File: src/rtl/nibble_serial_adder.sv
// WIDTH-bit add/subtract sequenced one nibble per clock through an external
// 4-bit fast-adder slice; the inter-nibble carry is held in a register.
module nibble_serial_adder #(
  parameter int WIDTH = 32
) (
  input  logic             clk,
  input  logic             reset_n,
  input  logic             start,
  input  logic [WIDTH-1:0] a,
  input  logic [WIDTH-1:0] b,
  input  logic             cin,
  input  logic             sub,
  output logic             busy,
  output logic             done,
  output logic [WIDTH-1:0] sum,
  output logic             cout,
  output logic             ovf,
  output logic [3:0]       add_a,
  output logic [3:0]       add_b,
  output logic             add_c0,
  input  logic [3:0]       add_s,
  input  logic             add_c4
);

  localparam int N  = WIDTH / 4;
  localparam int KW = (N > 1) ? $clog2(N) : 1;

  typedef enum logic {
    IDLE = 1'b0,
    RUN  = 1'b1
  } state_t;

  state_t           state_q, state_d;
  logic [WIDTH-1:0] a_sh_q, a_sh_d;
  logic [WIDTH-1:0] b_sh_q, b_sh_d;
  logic [WIDTH-1:0] r_sh_q, r_sh_d;
  logic             carry_q, carry_d;
  logic [KW-1:0]    k_q, k_d;
  logic [WIDTH-1:0] sum_q, sum_d;
  logic             cout_q, cout_d;
  logic             ovf_q, ovf_d;
  logic             done_q, done_d;

  // Slice inputs come straight from registers so the external adder sees a
  // full clock period; in IDLE they are forced low.
  assign add_a  = (state_q == RUN) ? a_sh_q[3:0] : 4'h0;
  assign add_b  = (state_q == RUN) ? b_sh_q[3:0] : 4'h0;
  assign add_c0 = (state_q == RUN) ? carry_q     : 1'b0;

  assign busy = (state_q == RUN);
  assign done = done_q;
  assign sum  = sum_q;
  assign cout = cout_q;
  assign ovf  = ovf_q;

  always_comb begin
    // NOTE: every next-state signal gets a default before any branch so no
    // path leaves it unassigned, which would otherwise infer a latch.
    state_d = state_q;
    a_sh_d  = a_sh_q;
    b_sh_d  = b_sh_q;
    r_sh_d  = r_sh_q;
    carry_d = carry_q;
    k_d     = k_q;
    sum_d   = sum_q;
    cout_d  = cout_q;
    ovf_d   = ovf_q;
    done_d  = 1'b0;

    unique case (state_q)
      IDLE: begin
        if (start) begin
          // Subtraction is a + ~b + 1, so cin is ignored when sub is set.
          a_sh_d  = a;
          b_sh_d  = sub ? ~b : b;
          carry_d = sub ? 1'b1 : cin;
          k_d     = '0;
          state_d = RUN;
        end
      end
      RUN: begin
        r_sh_d  = {add_s, r_sh_q[WIDTH-1:4]};
        a_sh_d  = {4'h0, a_sh_q[WIDTH-1:4]};
        b_sh_d  = {4'h0, b_sh_q[WIDTH-1:4]};
        carry_d = add_c4;
        k_d     = k_q + 1'b1;
        if (k_q == KW'(N - 1)) begin
          // Carry into the MSB is recovered from the top-nibble sum bit.
          sum_d   = {add_s, r_sh_q[WIDTH-1:4]};
          cout_d  = add_c4;
          ovf_d   = (add_a[3] ^ add_b[3] ^ add_s[3]) ^ add_c4;
          done_d  = 1'b1;
          k_d     = '0;
          state_d = IDLE;
        end
      end
      default: state_d = IDLE;
    endcase
  end

  // NOTE: sequential state uses non-blocking assignments only, so every
  // register samples the pre-edge value of its neighbours.
  always_ff @(posedge clk or negedge reset_n) begin
    if (!reset_n) begin
      // NOTE: all datapath registers, including the shift registers, are
      // cleared because a reset mid-operation must abort and zero the result.
      state_q <= IDLE;
      a_sh_q  <= '0;
      b_sh_q  <= '0;
      r_sh_q  <= '0;
      carry_q <= 1'b0;
      k_q     <= '0;
      sum_q   <= '0;
      cout_q  <= 1'b0;
      ovf_q   <= 1'b0;
      done_q  <= 1'b0;
    end else begin
      state_q <= state_d;
      a_sh_q  <= a_sh_d;
      b_sh_q  <= b_sh_d;
      r_sh_q  <= r_sh_d;
      carry_q <= carry_d;
      k_q     <= k_d;
      sum_q   <= sum_d;
      cout_q  <= cout_d;
      ovf_q   <= ovf_d;
      done_q  <= done_d;
    end
  end

endmodule

File: config.mk
export PLATFORM = sky130hd
export DESIGN_NAME = nibble_serial_adder
export DESIGN_NICKNAME = d
export VERILOG_FILES = /design/src/rtl/nibble_serial_adder.sv
export SDC_FILE = /design/constraint.sdc
export NUM_CORES = 1
export LEC_CHECK = 0
export BUFFER_PORTS_ARGS = -buffer_cell sky130_fd_sc_hd__buf_2
export CAP_MARGIN = 20
export CORE_ASPECT_RATIO = 1.25
export CORE_MARGIN = 10
export CORE_UTILIZATION = 55
export CTS_BUF_LIST = sky130_fd_sc_hd__clkbuf_16
export CTS_CLUSTER_SIZE = 24
export DETAILED_ROUTE_END_ITERATION = 8
export PLACE_DENSITY = 0.81
export RECOVER_POWER = 50
export SYNTH_ARGS = -nofsm -noshare
export SYNTH_HDL_FRONTEND = slang
export SYNTH_SLANG_ARGS = --single-unit
File: constraint.sdc
create_clock -name clk -period 2.1 [get_ports clk]
set_input_delay 0.21 -clock clk [delete_from_list [all_inputs] [get_ports clk]]
set_output_delay 0.21 -clock clk [all_outputs]
set_load 0.02 [all_outputs]
== Word level (Yosys, flattened, before mapping) ==
Index checks and enable logic that the tools add are counted.

* Register bits after elaboration: 136
* Output and inout bits: 45

* Add/subtract/negate cells: 1
* Equal/unequal tests: 2
* Multiplexer cells: 19
* Bitwise operators: 5
* Reductions and logical operators: 1

{| class="wikitable"
|+ Operators by type and width
! kind !! number
|-
| case mux 32 bit (2 select lines) || 2
|-
| two-way mux 32 bit || 3
|-
| NOT 32 bit || 1
|-
| two-way mux 4 bit || 2
|-
| two-way mux 1 bit || 7
|-
| two-way mux 3 bit || 2
|-
| case mux 3 bit (2 select lines) || 1
|-
| case mux 1 bit (2 select lines) || 2
|-
| adder 3 x 1 -> 3 bit, second input constant || 1
|-
| == test 3 bit, second input constant || 1
|-
| bitwise XOR 1 bit || 3
|-
| != test 2 bit, second input constant || 1
|-
| AND reduction 2 bit || 1
|-
| NOT 1 bit || 1
|}

== Longest topological paths before layout ==
Gate-level depths: netlist of the first run.

* Depth after elaboration: 4
* Mapped depth: 6
* Mapped depth without buffers: 5

== Worst setup path after synthesis of the first run ==
Ideal clock, no wire load.

* Path type: register to register
* Start point: register k_q[0]
* End point: register sum_q[10] (netlist: sum[10])
* Data arrival time: 1.382 ns
* Setup slack: 0.592 ns
* Cell stages (with the launch flop): 6
* Buffers on the path: 1
* Cell sequence: dfrtp_1 -> ha_1 -> ha_1 -> nand2_4 -> buf_6 -> mux2_4

* Longest elaborated chain between the ends: 2

{| class="wikitable"
|+ Ends and longest elaborated chain
! element !! line !! source
|-
| start, declared || 38 || <nowiki>logic [KW-1:0] k_q, k_d;</nowiki>
|-
| start signal, assigned || 123 || <nowiki>k_q <= k_d;</nowiki>
|-
| == test 3 bit || 87 || <nowiki>if (k_q == KW'(N - 1)) begin</nowiki>
|-
| AND reduction 2 bit (no line) || - ||
|-
| end signal, assigned || 124 || <nowiki>sum_q <= sum_d;</nowiki>
|-
| end, declared || 39 || <nowiki>logic [WIDTH-1:0] sum_q, sum_d;</nowiki>
|}

Every way passes these cells.
A chain may end at the register's enable or synchronous reset.

== Worst setup path in the final report of the first run ==
* Start point: register state_q (netlist: busy)
* End point: output port add_b[3]

* Longest elaborated chain between the ends: 1

{| class="wikitable"
|+ Ends and longest elaborated chain
! element !! line !! source
|-
| start, declared || 33 || <nowiki>state_t state_q, state_d;</nowiki>
|-
| start signal, assigned || 118 || <nowiki>state_q <= state_d;</nowiki>
|-
| two-way mux 4 bit || 47 || <nowiki>assign add_b = (state_q == RUN) ? b_sh_q[3:0] : 4'h0;</nowiki>
|-
| end, declared || 19 || <nowiki>output logic [3:0] add_b,</nowiki>
|}

Every way passes these cells.

==> impl_metrics.py, run 1 <==
metrics = {
    "sta": {
        "finalMaxSlewViolations": 0,
        "slew_headroom_pct": 18.37,
        "worst_slack_ps": 335.4,
        "setup_viol": 0,
        "tightest_slew_ps": 1225,
        "grt_setup_unrepaired": "no",
        "fmax_ghz": 0.5667,
        "fin_setup_tns_ps": 0,
        "hold-worst-slack_ps": 55.55,
        "hold_viol_final": 0,
        "fin_worst_skew_ps": 10.17,
        "finalWorstPathRequiredPeriod_ps": 1765,
        "period_share_pct": 84.03,
    },
    "global_route": {
        "overflow": 0,
        "busiest_layer": "met2",
        "grt_pass1_wl_microns": 20730,
        "grt_max_degree": 100,
        "antenna_found_initial": 0,
        "gr-usage-all-layers_pct": 16.60,
        "grt_pass1_vias": 4135,
        "use_met3_pct": 5.952,
        "globalRouteMet1Util_pct": 19.45,
        "grt_use_met2_pct": 27.85,
    },
    "worst_setup_path": {
        "cp.buffers_inverters": 2,
        "arrival_ps": 1550,
        "critPathTopFamily": "buffers and inverters",
        "path_class": "flip-flop to output port",
        "critPathCaptureType": "output port",
        "crit_path_max_incr_delay_ps": 460,
        "slowest_stage": "dfrtp_4",
        "worst-path-max-fanout": 99,
        "startpoint_type": "flip-flop",
        "cp_cell_sequence": "buf_12, and2_1, buf_2",
        "reg2reg_depth": 5,
        "cp_num_cells": 3,
        "cp.required_ps": 1890,
    },
    "floorplanning": {
        "pin_count": 119,
        "rows": 42,
        "die_y_microns": 136.2,
        "core_sq_um": 10560,
        "die_area_sq_um": 15380,
        "start_util_pct": 56.21,
        "die_x_microns": 112.9,
    },
    "cts": {
        "cts_buffer_depth": 2,
        "cts_root_buf": "clkbuf_16",
        "cts_inserted_buffers": 17,
        "cts_tree": "done",
        "htreeDepth": 4,
        "clk_pin_slew_ps": 50,
        "cts_resized": 0,
        "clock_sinks": 132,
        "clock_latency_ps": 400,
    },
    "route": {
        "drtIter0Drc": 91,
        "wirelength_microns": 12590,
        "first_pass_iters": 5,
        "num_vias": 3817,
        "avgViaCountPerCell": 5.222,
        "antenna_left": 0,
        "drc_errors": 0,
        "avgRoutedWirePerCell_microns": 17.22,
    },
    "layout": {
        "finalNetCount": 664,
        "layoutNonFillerInstCount": 731,
        "antenna_cells": 0,
        "drive_gt1_share_pct": 35.89,
        "area_growth_pct": 20.13,
    },
    "synthesis": {
        "synth.area.top_cells": "dfrtp_1, mux2i_1, mux2_4, mux2_2, o21ai_0",
        "ys_types": 22,
        "ys_seq_elements": 132,
        "synth.most_common_cell": "dfrtp_1",
        "yosys-top-cells-count": "dfrtp_1, mux2i_1, nand2_1",
        "synth_top_area_cell": "dfrtp_1",
        "synth_top_area_share_pct": 55.64,
        "syn_area_sq_um": 5937,
        "synth-main-ff-cell": "dfrtp_1",
        "syn_inst": 472,
        "synth_edf_count": 0,
        "syn_avg_cell_area_sq_um": 12.58,
        "synth-async-reset-ratio_pct": 100.0,
        "synth-seq-area-share_pct": 55.64,
        "syn_nets": 548,
        "yosys_warnings": 0,
    },
    "place": {
        "dpl.cell_count": 700,
        "hpwlAfterDp_microns": 8750,
        "io_buffers": 118,
        "pre_cts_slack_ps": 324.0,
        "place.gp.congestion": 0.7623,
    },
    "power_and_ir_drop": {
        "peakVddDrop_v": 0.0009472,
        "cellLeakagePower_nw": 3.623,
        "finalPower_mw": 10.56,
        "powerDensity_nw_per_um2": 1481,
    },
    "run_status": {
        "status": "finished clean",
    },
    "min_path": {
        "hold_class": "primary input to flip-flop",
        "min_path_cells": 2,
    },
    "run": {
        "maxCapViolCount": 0,
    },
}
worst register-to-register path: cells and delay by family (launching register included):
family	cells	cell delay (ps)
adder cells (fa/ha/maj)	2	440
buffers and inverters	1	240
flip-flops	1	390
multiplexers	1	310
AND/OR/NAND/NOR	1	250
kinds of logic after synthesis:
logic type / after synthesis / synth area share, %
AO/OA/AOI/OAI: 65 / 5.817
flip-flops: 132 / 55.64
AND/OR/NAND/NOR: 83 / 5.859
buffers and inverters: 34 / 3.709
adder cells (fa/ha/maj): 2 / 0.4214
multiplexers: 121 / 23.39
XOR/XNOR: 35 / 5.163
cell usage in the layout, fill, tap and decap left out:
cell,synthesis,routed
dfrtp_1,132,131
buf_2,11,116
mux2i_1,60,60
nand2_1,59,59
o21ai_0,58,58
mux2_2,34,34
xor2_1,28,28
mux2_4,27,27
clkbuf_16,0,17
nor2_1,12,12
and2_1,9,9
inv_1,1,7
xnor2_1,7,7
buf_12,0,6
clkinv_2,0,5
buf_4,9,5
a211oi_1,4,4
a22o_1,2,2
ha_1,2,2
clkbuf_2,0,2
nand2_4,1,1
nand2b_1,1,1
nor3b_1,1,1
o31ai_1,1,1
dfrtp_4,0,1
clkinv_1,0,1
clkinvlp_4,0,1
dlygate4sd3_1,0,1
sequential cells by signal, indices dropped and copies added (netlist names):
signal / cells
busy: 1
b_sh_q: 32
k_q: 3
r_sh_q: 28
done: 1
a_sh_q: 32
carry_q: 1
cout: 1
ovf: 1
sum: 32
per-stage QoR:
step | util [%] | instance area (sq um)
final | 67.52 | 7132
after global routing | 67.52 | 7132
after CTS | 67.60 | 7141
after detailed placement | 62.92 | 6646
after global placement | 62.92 | 6646
after floorplan | - | 5937
worst paths after layout:
path / start / endpoint / slack (ps)
min: add_s[2] / sum[30]$_DFFE_PN0P_ / 60
max reg2reg: k_q[0]$_DFFE_PN0P_ / sum[18]$_DFFE_PN0P_ / 350
max in group asynchronous: reset_n / b_sh_q[28]$_DFFE_PN0P_ / 460
min in group asynchronous: reset_n / a_sh_q[15]$_DFFE_PN0P_ / 610
min reg2reg: b_sh_q[7]$_DFFE_PN0P_ / b_sh_q[3]$_DFFE_PN0P_ / 470
max: busy$_DFF_PN0_ / add_b[3] / 340
per-layer routing:
metal  share of wire [%]  vias to the layer above
met4                0.77                        0
met3                 6.1                        9
met5                   0                        -
met2                  51                       94
met1                  42                     1876
li1                    -                     1838
area by class of cell:
| type | count | area, sq um |
|---|---|---|
| Tap cell | 132 | 165.2 |
| Fill cell | 778 | 3431 |
| Multi-Input combinational cell | 306 | 2414 |
| Sequential cell | 132 | 3307 |
| Clock buffer | 17 | 425.4 |
| Clock inverter | 13 | 58.81 |
| Inverter | 1 | 3.754 |
| Timing Repair Buffer | 130 | 758.2 |
power breakdown:
part	internal, mW	switching (mW)	total, mW
clock	1.45	0.980	2.43
combinational	1.81	1.98	3.80
sequential	3.65	0.685	4.34
total	6.91	3.65	10.6
timing repair:
| action | in CTS | in global routing |
|---|---|---|
| endpoints found under the hold margin | 47 | 0 |
| hold buffers | 1 | 0 |
| setup endpoints to repair | 0 | 0 |
| buffers inserted | 0 | 0 |
Power figures use the tool's default switching activity.
==> run 2: changes to the inputs <==
--- a/config.mk
+++ b/config.mk
@@ -5,6 +5,7 @@
 export SDC_FILE = /design/constraint.sdc
 export NUM_CORES = 1
 export LEC_CHECK = 0
+export ABC_AREA = 1
 export BUFFER_PORTS_ARGS = -buffer_cell sky130_fd_sc_hd__buf_2
 export CAP_MARGIN = 20
 export CORE_ASPECT_RATIO = 1.25
==> constraint.sdc (replaced) <==
create_clock -name clk -period 1.8 [get_ports clk]
set_input_delay 0.18 -clock clk [delete_from_list [all_inputs] [get_ports clk]]
set_output_delay 0.18 -clock clk [all_outputs]
set_load 0.02 [all_outputs]
==> run 2 against run 1 <==
  * The flow now finishes with violations (negative hold slack)
  * Synthesized cell count rose by 24%
  * Register-to-register slack lost 40 ps
  * Sequential share of layout area barely moved
  * Flip-flop and latch count is the same
  * Synthesized area is 3.7% lower
  * Combinational power rose by 8.9%
  * Count of clock-buffer cells in the layout is the same
  * Clock skew down 1.9 ps
  * Sequential power grew 13%
  * Largest cell class unchanged
==> impl_metrics.py, run 2 <==
metrics = {
    "power_and_ir_drop": {
        "seq_power_share_pct": 39.6,
        "p_sw_mw": 4.511,
        "p_clk_share_pct": 26.9,
        "powerDensity_nw_per_um2": 1731,
        "swShare_pct": 36.51,
        "cellLeakagePower_nw": 3.683,
        "power_frac_comb_pct": 33.5,
        "peakVddDrop_v": 0.0008913,
        "internal_power_mw": 7.845,
    },
    "route": {
        "drc_errors": 0,
        "num_vias": 4547,
        "drtIter0Drc": 278,
        "first_pass_iters": 4,
        "wirelength_microns": 13420,
        "antenna_left": 0,
        "avgViaCountPerCell": 5.269,
        "avgRoutedWirePerCell_microns": 15.55,
    },
    "run_status": {
        "status": "finished, violations left",
        "violations": "negative hold slack",
    },
    "worst_setup_path": {
        "startpoint_type": "flip-flop",
        "arrival_ps": 1550,
        "worst-path-max-fanout": 31,
        "cp.buffers_inverters": 3,
        "slowest_stage": "dfrtp_4",
        "cp_cell_sequence": "buf_8, nand2_1, inv_1, buf_2",
        "cp.required_ps": 1620,
        "critPathTopFamily": "flip-flops",
        "critPathCaptureType": "output port",
        "path_class": "flip-flop to output port",
        "crit_path_max_incr_delay_ps": 560,
    },
    "sta": {
        "fin_worst_skew_ps": 8.306,
        "finalWorstPathRequiredPeriod_ps": 1729,
        "fmax_ghz": 0.5782,
        "finalMaxSlewViolations": 0,
        "hold_viol_final": 1,
        "grt_setup_unrepaired": "no",
        "slew_headroom_pct": 18.95,
        "setup_viol": 0,
        "fin_setup_tns_ps": 0,
        "hold-worst-slack_ps": -0.1444,
        "tightest_slew_ps": 1216,
        "worst_slack_ps": 70.56,
        "period_share_pct": 96.08,
    },
    "cts": {
        "clock_sinks": 132,
        "htreeDepth": 4,
        "cts_inserted_buffers": 17,
        "clock_latency_ps": 410,
        "cts_setup_buffers": 0,
        "cts_buffer_depth": 2,
        "cts_tree": "done",
        "cts_root_buf": "clkbuf_16",
        "clk_pin_slew_ps": 50,
    },
    "synthesis": {
        "synth_top_area_share_pct": 57.78,
        "yosys-top-cells-count": "nand2_1, dfrtp_1, o21ai_0",
        "synth_edf_count": 0,
        "syn_nets": 663,
        "syn_inst": 587,
        "syn_avg_cell_area_sq_um": 9.739,
        "synth.area.top_cells": "dfrtp_1, nand2_1, o21ai_0, xnor2_1, a22oi_1",
        "ys_types": 23,
        "synth-async-reset-ratio_pct": 100.0,
        "ys_seq_elements": 132,
        "synth-seq-area-share_pct": 57.78,
        "synth-main-ff-cell": "dfrtp_1",
        "syn_area_sq_um": 5717,
        "yosys_warnings": 0,
        "synth_top_area_cell": "dfrtp_1",
        "synth.most_common_cell": "nand2_1",
    },
    "global_route": {
        "gr-usage-all-layers_pct": 18.08,
        "overflow": 0,
        "grt_max_degree": 65,
        "grt_pass1_wl_microns": 22490,
        "antenna_found_initial": 1,
        "grt_pass1_vias": 4647,
    },
    "place": {
        "place.gp.congestion": 0.8022,
        "dpl.cell_count": 808,
        "place_area_sq_um": 6336,
        "io_buffers": 118,
        "hpwlAfterDp_microns": 9214,
        "pre_cts_slack_ps": 325.3,
    },
    "layout": {
        "fin_area_sq_um": 7139,
        "layoutNonFillerInstCount": 863,
        "fillers": 751,
        "final_cell_mix": "nand2_1, dfrtp_1, buf_2",
        "finalNetCount": 798,
        "final_common_cell": "nand2_1",
        "area_growth_pct": 24.89,
        "drive_gt1_share_pct": 24.28,
    },
    "floorplanning": {
        "rows": 41,
        "core_sq_um": 10110,
        "pin_count": 119,
        "die_y_microns": 134.0,
        "die_x_microns": 111.2,
        "start_util_pct": 56.57,
        "die_area_sq_um": 14900,
    },
    "min_path": {
        "hold_class": "primary input to flip-flop",
    },
    "run": {
        "maxCapViolCount": 0,
    },
}
## run 2: cell types whose count changed after synthesis, sizes merged, moves of 9 or more
cell   change
a22oi     +35
and2       -9
inv       +43
mux2      -61
mux2i     -60
nand2    +123
nand3     +23
nor2      -10
o21ai     +33
xnor2     +25
xor2      -28
## run 2: logic make-up (layout without fill, tap and decap cells)
kind of cell	after synthesis	in the layout	share of synthesized area, %
other	0	1	0
buffers and inverters	82	228	7.835
flip-flops	132	132	57.78
AND/OR/NAND/NOR	208	208	14.71
AO/OA/AOI/OAI	131	131	14.34
XOR/XNOR	32	32	4.903
adder cells (fa/ha/maj)	2	2	0.4377
## run 2: power by group through the flow
stage                     registers (mW)  clock network, mW  logic (mW)
after detailed placement            4.91                  0        4.11
after CTS                           4.89               3.36        4.20
after floorplan                     5.13                  0        2.73
after global routing                5.04               3.50        4.67
after global placement              4.86                  0        3.94
final                               4.89               3.32        4.14
## run 2: layout make-up
cell class	count	area (sq um)	area share [%]
antenna	1	2.502	0.03505
clock buffer	17	425.4	5.959
clock inverter	13	145.1	2.033
inverter	44	165.2	2.313
multi-input combinational	373	1966	27.53
sequential	132	3307	46.32
tap	129	161.4	2.261
timing repair buffer	154	967.2	13.55
## run 2: timing repair
action                     4_1_cts  5_1_grt
hold endpoints to repair        69        0
hold buffers                    24        0
cloned                           0        0
setup endpoints to repair        1        2
gates resized for setup          1        3
## run 2: path summary, 6_finish.rpt
check                               startpoint  slack, ps                endpoint  depth (start not counted)
max                             busy$_DFF_PN0_         70                  add_c0                          4
min                                      a[20]       -0.1  a_sh_q[20]$_DFFE_PN0P_                          3
max reg2reg                 k_q[0]$_DFFE_PN0P_        310      sum[4]$_DFFE_PN0P_                          6
min reg2reg                sum[18]$_DFFE_PN0P_        480     sum[18]$_DFFE_PN0P_                          2
max in group asynchronous              reset_n        290          busy$_DFF_PN0_                          3
min in group asynchronous              reset_n        570      sum[3]$_DFFE_PN0P_                          2
## run 2: per-layer routing
metal,wire [microns],track usage [%]
met5,0,0
met4,172,5.651
met3,877,5.979
met2,6931,30.72
met1,5440,21.14
## run 2: worst register-to-register path, stage by stage, from the launching register on
cell	delay (ps)
dfrtp_1	390
ha_1	200
ha_1	200
nand2_2	110
buf_12	280
nand2_1	120
o21ai_0	100
## run 2: stage by stage
step	power [mW]	util, %	hold WS [ps]
3_5_place_dp	9.027	62.70	153.4
3_3_place_gp	8.805	62.70	149.8
5_1_grt	13.21	70.65	1.931
2_1_floorplan	7.863	-	-115.6
6_report	12.36	70.65	-0.1444
4_1_cts	12.45	70.76	0.2635
